## config.mk

```make
export PLATFORM = sky130hd
export DESIGN_NAME = rv32_instr_parser
export DESIGN_NICKNAME = d
export VERILOG_FILES = /design/src/rtl/rv32_instr_parser.sv
export SDC_FILE = /design/constraint.sdc
export NUM_CORES = 1
export LEC_CHECK = 0
export BUFFER_PORTS_ARGS = -buffer_cell sky130_fd_sc_hd__buf_2
export CORE_MARGIN = 2
export CORE_UTILIZATION = 44
export DETAILED_ROUTE_END_ITERATION = 10
export PLACE_DENSITY = 0.87
export SKIP_LAST_GASP = 1
export SYNTH_ARGS = -nofsm -noshare
export SYNTH_HDL_FRONTEND = slang
export SYNTH_SLANG_ARGS = --single-unit
```

## constraint.sdc

```tcl
create_clock -name clk -period 2 [get_ports clk]
set_clock_uncertainty 0.2 [all_clocks]
set_input_delay 0 -clock clk [delete_from_list [all_inputs] [get_ports clk]]
set_output_delay 0 -clock clk [all_outputs]
set_load 0.05 [all_outputs]
```

## src/rtl/rv32_instr_parser.sv

```systemverilog
// Registered RV32I + RVC decoder: captures a fetch word and reports its name code, size and raw fields.
// Optional compressed decode is enabled by defining PARSER_RVC_EN; otherwise 16-bit words decode to NOP.
module rv32_instr_parser #(
  parameter int unsigned NAME_W = 7
) (
  input  logic              clk,
  input  logic              nreset,
  input  logic [31:0]       instr_raw,
  input  logic              in_valid,
  output logic              out_valid,
  output logic [31:0]       instruction,
  output logic [2:0]        size,
  output logic [NAME_W-1:0] name,
  output logic [6:0]        opcode,
  output logic [2:0]        funct3,
  output logic              aluc,
  output logic              ebit,
  output logic [4:0]        rd,
  output logic [4:0]        rs1,
  output logic [4:0]        rs2,
  output logic [11:0]       i_imm,
  output logic [11:0]       s_imm,
  output logic [11:0]       b_imm,
  output logic [19:0]       u_imm,
  output logic [19:0]       j_imm,
  output logic [2:0]        c_ubits,
  output logic              c_12bit,
  output logic [1:0]        c_umbits,
  output logic [1:0]        c_lmbits,
  output logic [1:0]        c_lbits
);

  localparam int unsigned CODE_W = 7;

  // Base ISA name codes
  localparam logic [CODE_W-1:0] N_NOP    = 7'd0;
  localparam logic [CODE_W-1:0] N_LUI    = 7'd1;
  localparam logic [CODE_W-1:0] N_AUIPC  = 7'd2;
  localparam logic [CODE_W-1:0] N_JAL    = 7'd3;
  localparam logic [CODE_W-1:0] N_JALR   = 7'd4;
  localparam logic [CODE_W-1:0] N_BEQ    = 7'd5;
  localparam logic [CODE_W-1:0] N_BNE    = 7'd6;
  localparam logic [CODE_W-1:0] N_BLT    = 7'd7;
  localparam logic [CODE_W-1:0] N_BGE    = 7'd8;
  localparam logic [CODE_W-1:0] N_BLTU   = 7'd9;
  localparam logic [CODE_W-1:0] N_BGEU   = 7'd10;
  localparam logic [CODE_W-1:0] N_LB     = 7'd11;
  localparam logic [CODE_W-1:0] N_LH     = 7'd12;
  localparam logic [CODE_W-1:0] N_LW     = 7'd13;
  localparam logic [CODE_W-1:0] N_LBU    = 7'd14;
  localparam logic [CODE_W-1:0] N_LHU    = 7'd15;
  localparam logic [CODE_W-1:0] N_SB     = 7'd16;
  localparam logic [CODE_W-1:0] N_SH     = 7'd17;
  localparam logic [CODE_W-1:0] N_SW     = 7'd18;
  localparam logic [CODE_W-1:0] N_ADDI   = 7'd19;
  localparam logic [CODE_W-1:0] N_SLTI   = 7'd20;
  localparam logic [CODE_W-1:0] N_SLTIU  = 7'd21;
  localparam logic [CODE_W-1:0] N_XORI   = 7'd22;
  localparam logic [CODE_W-1:0] N_ORI    = 7'd23;
  localparam logic [CODE_W-1:0] N_ANDI   = 7'd24;
  localparam logic [CODE_W-1:0] N_SLLI   = 7'd25;
  localparam logic [CODE_W-1:0] N_SRLI   = 7'd26;
  localparam logic [CODE_W-1:0] N_SRAI   = 7'd27;
  localparam logic [CODE_W-1:0] N_ADD    = 7'd28;
  localparam logic [CODE_W-1:0] N_SUB    = 7'd29;
  localparam logic [CODE_W-1:0] N_SLL    = 7'd30;
  localparam logic [CODE_W-1:0] N_SLT    = 7'd31;
  localparam logic [CODE_W-1:0] N_SLTU   = 7'd32;
  localparam logic [CODE_W-1:0] N_XOR    = 7'd33;
  localparam logic [CODE_W-1:0] N_SRL    = 7'd34;
  localparam logic [CODE_W-1:0] N_SRA    = 7'd35;
  localparam logic [CODE_W-1:0] N_OR     = 7'd36;
  localparam logic [CODE_W-1:0] N_AND    = 7'd37;
  localparam logic [CODE_W-1:0] N_FENCE  = 7'd38;
  localparam logic [CODE_W-1:0] N_ECALL  = 7'd39;
  localparam logic [CODE_W-1:0] N_EBREAK = 7'd40;

  localparam logic [6:0] OPC_LUI    = 7'b0110111;
  localparam logic [6:0] OPC_AUIPC  = 7'b0010111;
  localparam logic [6:0] OPC_JAL    = 7'b1101111;
  localparam logic [6:0] OPC_JALR   = 7'b1100111;
  localparam logic [6:0] OPC_BRANCH = 7'b1100011;
  localparam logic [6:0] OPC_LOAD   = 7'b0000011;
  localparam logic [6:0] OPC_STORE  = 7'b0100011;
  localparam logic [6:0] OPC_OPIMM  = 7'b0010011;
  localparam logic [6:0] OPC_OP     = 7'b0110011;
  localparam logic [6:0] OPC_FENCE  = 7'b0001111;
  localparam logic [6:0] OPC_SYSTEM = 7'b1110011;

  logic [31:0]       instruction_q, instruction_d;
  logic [NAME_W-1:0] name_q, name_d;
  logic [2:0]        size_q, size_d;
  logic              out_valid_q, out_valid_d;

  logic [CODE_W-1:0] code32_c;
  logic [CODE_W-1:0] code16_c;
  logic              is32_c;
  logic [2:0]        raw_f3_c;
  logic              raw_aluc_c;

  assign is32_c     = (instr_raw[1:0] == 2'b11);
  assign raw_f3_c   = instr_raw[14:12];
  assign raw_aluc_c = instr_raw[30];

  // 32-bit decode keyed on {aluc, funct3, opcode}
  always_comb begin
    code32_c = N_NOP;
    case (instr_raw[6:0])
      OPC_LUI:   code32_c = N_LUI;
      OPC_AUIPC: code32_c = N_AUIPC;
      OPC_JAL:   code32_c = N_JAL;
      OPC_JALR:  if (raw_f3_c == 3'b000) code32_c = N_JALR;
      OPC_BRANCH: begin
        case (raw_f3_c)
          3'b000:  code32_c = N_BEQ;
          3'b001:  code32_c = N_BNE;
          3'b100:  code32_c = N_BLT;
          3'b101:  code32_c = N_BGE;
          3'b110:  code32_c = N_BLTU;
          3'b111:  code32_c = N_BGEU;
          default: code32_c = N_NOP;
        endcase
      end
      OPC_LOAD: begin
        case (raw_f3_c)
          3'b000:  code32_c = N_LB;
          3'b001:  code32_c = N_LH;
          3'b010:  code32_c = N_LW;
          3'b100:  code32_c = N_LBU;
          3'b101:  code32_c = N_LHU;
          default: code32_c = N_NOP;
        endcase
      end
      OPC_STORE: begin
        case (raw_f3_c)
          3'b000:  code32_c = N_SB;
          3'b001:  code32_c = N_SH;
          3'b010:  code32_c = N_SW;
          default: code32_c = N_NOP;
        endcase
      end
      OPC_OPIMM: begin
        case (raw_f3_c)
          3'b000:  code32_c = N_ADDI;
          3'b010:  code32_c = N_SLTI;
          3'b011:  code32_c = N_SLTIU;
          3'b100:  code32_c = N_XORI;
          3'b110:  code32_c = N_ORI;
          3'b111:  code32_c = N_ANDI;
          3'b001:  code32_c = raw_aluc_c ? N_NOP : N_SLLI;
          default: code32_c = raw_aluc_c ? N_SRAI : N_SRLI;
        endcase
      end
      OPC_OP: begin
        case ({raw_aluc_c, raw_f3_c})
          4'b0000: code32_c = N_ADD;
          4'b1000: code32_c = N_SUB;
          4'b0001: code32_c = N_SLL;
          4'b0010: code32_c = N_SLT;
          4'b0011: code32_c = N_SLTU;
          4'b0100: code32_c = N_XOR;
          4'b0101: code32_c = N_SRL;
          4'b1101: code32_c = N_SRA;
          4'b0110: code32_c = N_OR;
          4'b0111: code32_c = N_AND;
          default: code32_c = N_NOP;
        endcase
      end
      OPC_FENCE: if (raw_f3_c == 3'b000) code32_c = N_FENCE;
      OPC_SYSTEM: begin
        if (!raw_aluc_c && raw_f3_c == 3'b000)
          code32_c = instr_raw[20] ? N_EBREAK : N_ECALL;
      end
      default: code32_c = N_NOP;
    endcase
  end

`ifdef PARSER_RVC_EN
  localparam logic [CODE_W-1:0] N_C_ADDI4SPN = 7'd41;
  localparam logic [CODE_W-1:0] N_C_FLD      = 7'd42;
  localparam logic [CODE_W-1:0] N_C_LW       = 7'd43;
  localparam logic [CODE_W-1:0] N_C_FLW      = 7'd44;
  localparam logic [CODE_W-1:0] N_C_FSD      = 7'd45;
  localparam logic [CODE_W-1:0] N_C_SW       = 7'd46;
  localparam logic [CODE_W-1:0] N_C_FSW      = 7'd47;
  localparam logic [CODE_W-1:0] N_C_NOP      = 7'd48;
  localparam logic [CODE_W-1:0] N_C_ADDI     = 7'd49;
  localparam logic [CODE_W-1:0] N_C_JAL      = 7'd50;
  localparam logic [CODE_W-1:0] N_C_LI       = 7'd51;
  localparam logic [CODE_W-1:0] N_C_SRLI     = 7'd52;
  localparam logic [CODE_W-1:0] N_C_SRAI     = 7'd53;
  localparam logic [CODE_W-1:0] N_C_ANDI     = 7'd54;
  localparam logic [CODE_W-1:0] N_C_SUB      = 7'd55;
  localparam logic [CODE_W-1:0] N_C_XOR      = 7'd56;
  localparam logic [CODE_W-1:0] N_C_OR       = 7'd57;
  localparam logic [CODE_W-1:0] N_C_AND      = 7'd58;
  localparam logic [CODE_W-1:0] N_C_J        = 7'd59;
  localparam logic [CODE_W-1:0] N_C_BEQZ     = 7'd60;
  localparam logic [CODE_W-1:0] N_C_BNEZ     = 7'd61;
  localparam logic [CODE_W-1:0] N_C_SLLI     = 7'd62;
  localparam logic [CODE_W-1:0] N_C_FLDSP    = 7'd63;
  localparam logic [CODE_W-1:0] N_C_FLWSP    = 7'd64;
  localparam logic [CODE_W-1:0] N_C_JR       = 7'd65;
  localparam logic [CODE_W-1:0] N_C_MV       = 7'd66;
  localparam logic [CODE_W-1:0] N_C_EBREAK   = 7'd67;
  localparam logic [CODE_W-1:0] N_C_JALR     = 7'd68;
  localparam logic [CODE_W-1:0] N_C_ADD      = 7'd69;
  localparam logic [CODE_W-1:0] N_C_FSDSP    = 7'd70;
  localparam logic [CODE_W-1:0] N_C_SWSP     = 7'd71;
  localparam logic [CODE_W-1:0] N_C_FSWSP    = 7'd72;

  // 16-bit decode keyed on quadrant [1:0] and funct3 [15:13]
  always_comb begin
    code16_c = N_NOP;
    case (instr_raw[1:0])
      2'b00: begin
        case (instr_raw[15:13])
          3'b000:  code16_c = N_C_ADDI4SPN;
          3'b001:  code16_c = N_C_FLD;
          3'b010:  code16_c = N_C_LW;
          3'b011:  code16_c = N_C_FLW;
          3'b101:  code16_c = N_C_FSD;
          3'b110:  code16_c = N_C_SW;
          3'b111:  code16_c = N_C_FSW;
          default: code16_c = N_NOP;
        endcase
      end
      2'b01: begin
        case (instr_raw[15:13])
          3'b000:  code16_c = (instr_raw[12:2] == 11'd0) ? N_C_NOP : N_C_ADDI;
          3'b001:  code16_c = N_C_JAL;
          3'b010:  code16_c = N_C_LI;
          3'b101:  code16_c = N_C_J;
          3'b110:  code16_c = N_C_BEQZ;
          3'b111:  code16_c = N_C_BNEZ;
          3'b100: begin
            case (instr_raw[11:10])
              2'b00: code16_c = N_C_SRLI;
              2'b01: code16_c = N_C_SRAI;
              2'b10: code16_c = N_C_ANDI;
              default: begin
                if (!instr_raw[12]) begin
                  case (instr_raw[6:5])
                    2'b00:   code16_c = N_C_SUB;
                    2'b01:   code16_c = N_C_XOR;
                    2'b10:   code16_c = N_C_OR;
                    default: code16_c = N_C_AND;
                  endcase
                end
              end
            endcase
          end
          default: code16_c = N_NOP;
        endcase
      end
      2'b10: begin
        case (instr_raw[15:13])
          3'b000:  code16_c = N_C_SLLI;
          3'b001:  code16_c = N_C_FLDSP;
          3'b011:  code16_c = N_C_FLWSP;
          3'b101:  code16_c = N_C_FSDSP;
          3'b110:  code16_c = N_C_SWSP;
          3'b111:  code16_c = N_C_FSWSP;
          3'b100: begin
            if (!instr_raw[12])
              code16_c = (instr_raw[6:2] == 5'd0) ? N_C_JR : N_C_MV;
            else if (instr_raw[11:2] == 10'd0)
              code16_c = N_C_EBREAK;
            else if (instr_raw[6:2] == 5'd0)
              code16_c = N_C_JALR;
            else
              code16_c = N_C_ADD;
          end
          default: code16_c = N_NOP;
        endcase
      end
      default: code16_c = N_NOP;
    endcase
  end
`else
  assign code16_c = N_NOP;
`endif

  // Capture path: reset wins over in_valid; otherwise hold with out_valid dropping
  always_comb begin
    instruction_d = instruction_q;
    name_d        = name_q;
    size_d        = size_q;
    out_valid_d   = 1'b0;
    if (!nreset) begin
      instruction_d = 32'd0;
      name_d        = '0;
      size_d        = 3'd4;
    end else if (in_valid) begin
      instruction_d = instr_raw;
      name_d        = is32_c ? NAME_W'(code32_c) : NAME_W'(code16_c);
      size_d        = is32_c ? 3'd4 : 3'd2;
      out_valid_d   = 1'b1;
    end
  end

  always_ff @(posedge clk) begin
    instruction_q <= instruction_d;
    name_q        <= name_d;
    size_q        <= size_d;
    out_valid_q   <= out_valid_d;
  end

  assign instruction = instruction_q;
  assign name        = name_q;
  assign size        = size_q;
  assign out_valid   = out_valid_q;

  assign opcode   = instruction_q[6:0];
  assign funct3   = instruction_q[14:12];
  assign aluc     = instruction_q[30];
  assign ebit     = instruction_q[20];
  assign rd       = instruction_q[11:7];
  assign rs1      = instruction_q[19:15];
  assign rs2      = instruction_q[24:20];
  assign i_imm    = instruction_q[31:20];
  assign s_imm    = {instruction_q[31:25], instruction_q[11:7]};
  assign b_imm    = {instruction_q[31], instruction_q[7], instruction_q[30:25], instruction_q[11:8]};
  assign u_imm    = instruction_q[31:12];
  assign j_imm    = {instruction_q[31], instruction_q[19:12], instruction_q[20], instruction_q[30:21]};
  assign c_ubits  = instruction_q[15:13];
  assign c_12bit  = instruction_q[12];
  assign c_umbits = instruction_q[11:10];
  assign c_lmbits = instruction_q[6:5];
  assign c_lbits  = instruction_q[1:0];

endmodule

```

==> run metrics <==
status finished, final reports clean; worst-path cell chain dlygate4sd3_1 -> buf_2 -> or3b_1 -> a2111oi_1 -> nor3_1 -> o311ai_1 -> o221a_1; Seq/Total Area, Yosys 0.2585; Clock Root Buffer clkbuf_8; initial antenna violation count 0; drt total wl 9.184 mm; Die Span Y 88.96 um; Ant. Diodes 0; share of cells above drive strength 1 0.4570; Worst setup SP type input pin; H-tree levels 2; Rows 30; clock tree buffer depth 2; Yosys top cell area share 0.2719; Synth area leaders buf_4, dfxtp_1, mux2i_1, nor2b_1, ha_1; unrepaired setup endpoints after global routing false; Slew Viols, Final 0; final-report setup violation count 0; Main synth FF type dfxtp_1; Hold WC Path Type input pin to flop; switch share 0.4548; worst-margin pin slew 0.6365 ns; Crit path required time 2.03 ns; final net count 517; EDFF count, synth 0; later-pin clock latency in the skew report 0.29 ns; I/O pins 191; Fin Setup TNS 0 ns; mux share of post-synthesis cell area 0.1040; CP endpoint kind flop; reg-to-reg startpoint name[0]; XOR/XNOR Fraction of Synth Area 0.002758; Post-Place Setup Slack 0.01082 ns; WL per Instance 16.03 um; Power Density 683.3 nW/um^2; Hold Path Origin instr_raw[14]; R2R Setup Slk 0.35 ns; TritonCTS clock tree done; largest family of logic cells by synthesized area buffers and inverters; vias 2859; Layout area overhead 20.37%; Hold Path Depth 3; largest net degree at the start of global routing 43; Async SR Flop Fraction 0; Core Util, Final 0.5534; maximum vdd drop 0.3281 mV; simple-gate portion of the synthesized area 0.1895; Clk pin slew, worst setup/hold paths 0.07 ns; post-route ant nets 0; fmax 516.6 MHz; gpl congestion 0.9159; Worst Path Max Fanout 12; vias in the first global route 2462; first-pass GRT wire length 12.90 mm; Non-Filler Instances 573; core area 6907 um^2; worst setup margin 0.06429 ns; number of port buffers 188; delay-heaviest family, CP compound AO/OA/AOI/OAI gates; worst r2r dst name[0]; post-synthesis adder-cell area fraction 0.01970; Yosys reg bits 41; Crit path largest cell delay 0.53 ns; Post-Syn Area per Cell 8.536 um^2; GRT overflow 0; P_sw 1.188 mW; Maximum Capacitance Violations 0; Flop pwr share 0.348; Clk network pwr share 0.207; Ys Warns 0; CP Buf/Inv Count 2; cell internal pwr 1.424 mW; Slew headroom 0.5757; Compound-Gate Fraction of Synth Area 0.1111; Placed Cells incl. Taps 535; vias per cell 4.990; Logic pwr share 0.445; critical path type input pin to flop; GRT Util Overall 0.2104; Initial Utilization 0.4598; cell count after synthesis 372; Die Wd 88.96 um; hpwl dp 6.347 mm; DRT Pass-1 Iters 4; Synth area leader buf_4; Final Hold Viols 0; fin crit share 0.9679; DRC violations left 0; hold worst-path end instruction[14]; Num CTS Buffers 5; Leakage 2.066 nW; Reg2Reg Depth 4; slowest stage cell, crit path dlygate4sd3_1; die area 7913 um^2; crit path DAT 1.97 ns; drt first-iter violations 166; Netlist cell types 56; CTS sink cnt 41; post-CTS setup buffer count 0; post-layout minimum cycle time 1.936 ns; synthesized area 3176 um^2
-- layer usage --
layer	global-route usage	vias up	wire, um
met5	0	-	0
met2	0.3874	126	4835
li1	-	1360	-
met4	0.07056	0	150
met3	0.04617	14	621
met1	0.2400	1359	3576
-- tightest hold or removal path, stage by stage --
cell and delay (ns):
buf_2 0.23, mux2i_1 0.18, nor2b_1 0.05
-- cells in the mapped netlist (2+ instances only) --
library cell  number
a2111oi_0          2
a21oi_1            8
a311o_1            2
a31oi_1            2
a32o_1             2
and2_1             2
buf_2             11
buf_4            115
clkbuf_1           8
dfxtp_1           41
ha_1               5
inv_1              7
mux2i_1           33
nand2_1            8
nand2b_1           3
nand3_1            6
nand3b_1           3
nand4b_1           2
nand4bb_1          2
nor2_1            13
nor2b_1           43
nor3_1             7
nor3b_1            2
nor4_1             4
o211ai_1           2
o21ai_0            5
o221a_2            2
o31a_1             2
o31ai_1            2
o32ai_1            2
-- layout by cell type (no fill, tap or decap), types with 3 or more instances in the layout --
cell type,n
nand2b_1,3
nor4_1,4
nor2b_1,43
buf_4,14
inv_1,7
buf_2,188
nand3b_1,3
nor3_1,6
ha_1,5
dfxtp_1,41
nor2_1,13
clkbuf_8,6
dlygate4sd3_1,31
a21oi_1,8
nand3_1,6
mux2i_1,33
nand2_1,8
o21ai_0,5
-- per-stage QoR --
stage	hold WS, ns	total power [mW]	area [um^2]
3_5_place_dp	0.06391	2.028	3397
4_1_cts	0.02123	2.619	3794
2_1_floorplan	-0.04564	1.939	3179
3_3_place_gp	0.05538	2.016	3397
6_report	0.02642	2.612	3822
5_1_grt	0.03555	2.705	3822
-- final cells by class --
cell class / count / area, um^2
clock buffer: 7 / 86.33
fill: 666 / 3084
inverter: 7 / 26.28
multi-input combinational: 188 / 1393
sequential: 41 / 820.8
tap: 96 / 120.1
timing repair buffer: 234 / 1376
-- state kept, by name (all words and copies together) (netlist names) --
signal / flops
name: 6
instruction: 32
size: 2
out_valid: 1
-- power groups by stage --
| stage | Combinational [mW] | Sequential (mW) | Clock, mW |
|---|---|---|---|
| final | 1.16 | 0.910 | 0.540 |
| after global routing | 1.21 | 0.917 | 0.576 |
| after CTS | 1.15 | 0.908 | 0.561 |
| after detailed placement | 1.10 | 0.927 | 0 |
| after global placement | 1.09 | 0.923 | 0 |
| after floorplan | 0.870 | 1.07 | 0 |
-- what timing repair did --
action,CTS,global route
endpoints found under the setup margin,0,6
gates resized for setup,0,6
hold buffers,31,0
hold endpoints to repair,33,0
-- how the worst max path moves through the flow --
stage | startpoint | end | cells after the start
4_1_cts | instr_raw[2] | name[2] | 6
3_3_place_gp | instr_raw[12] | name[1] | 8
2_1_floorplan | name[0] | name[0] | 4
3_5_place_dp | instr_raw[12] | name[0] | 8
6_report | instr_raw[30] | name[1] | 7
5_1_grt | instr_raw[30] | name[1] | 7
-- cell families after synthesis --
group,count (synthesis)
buf+inv,144
mux,33
simple gates,101
flops,41
other cells,1
compound gates,46
xor+xnor,1
fa+ha+maj,5
Power figures use the tool's default switching activity.
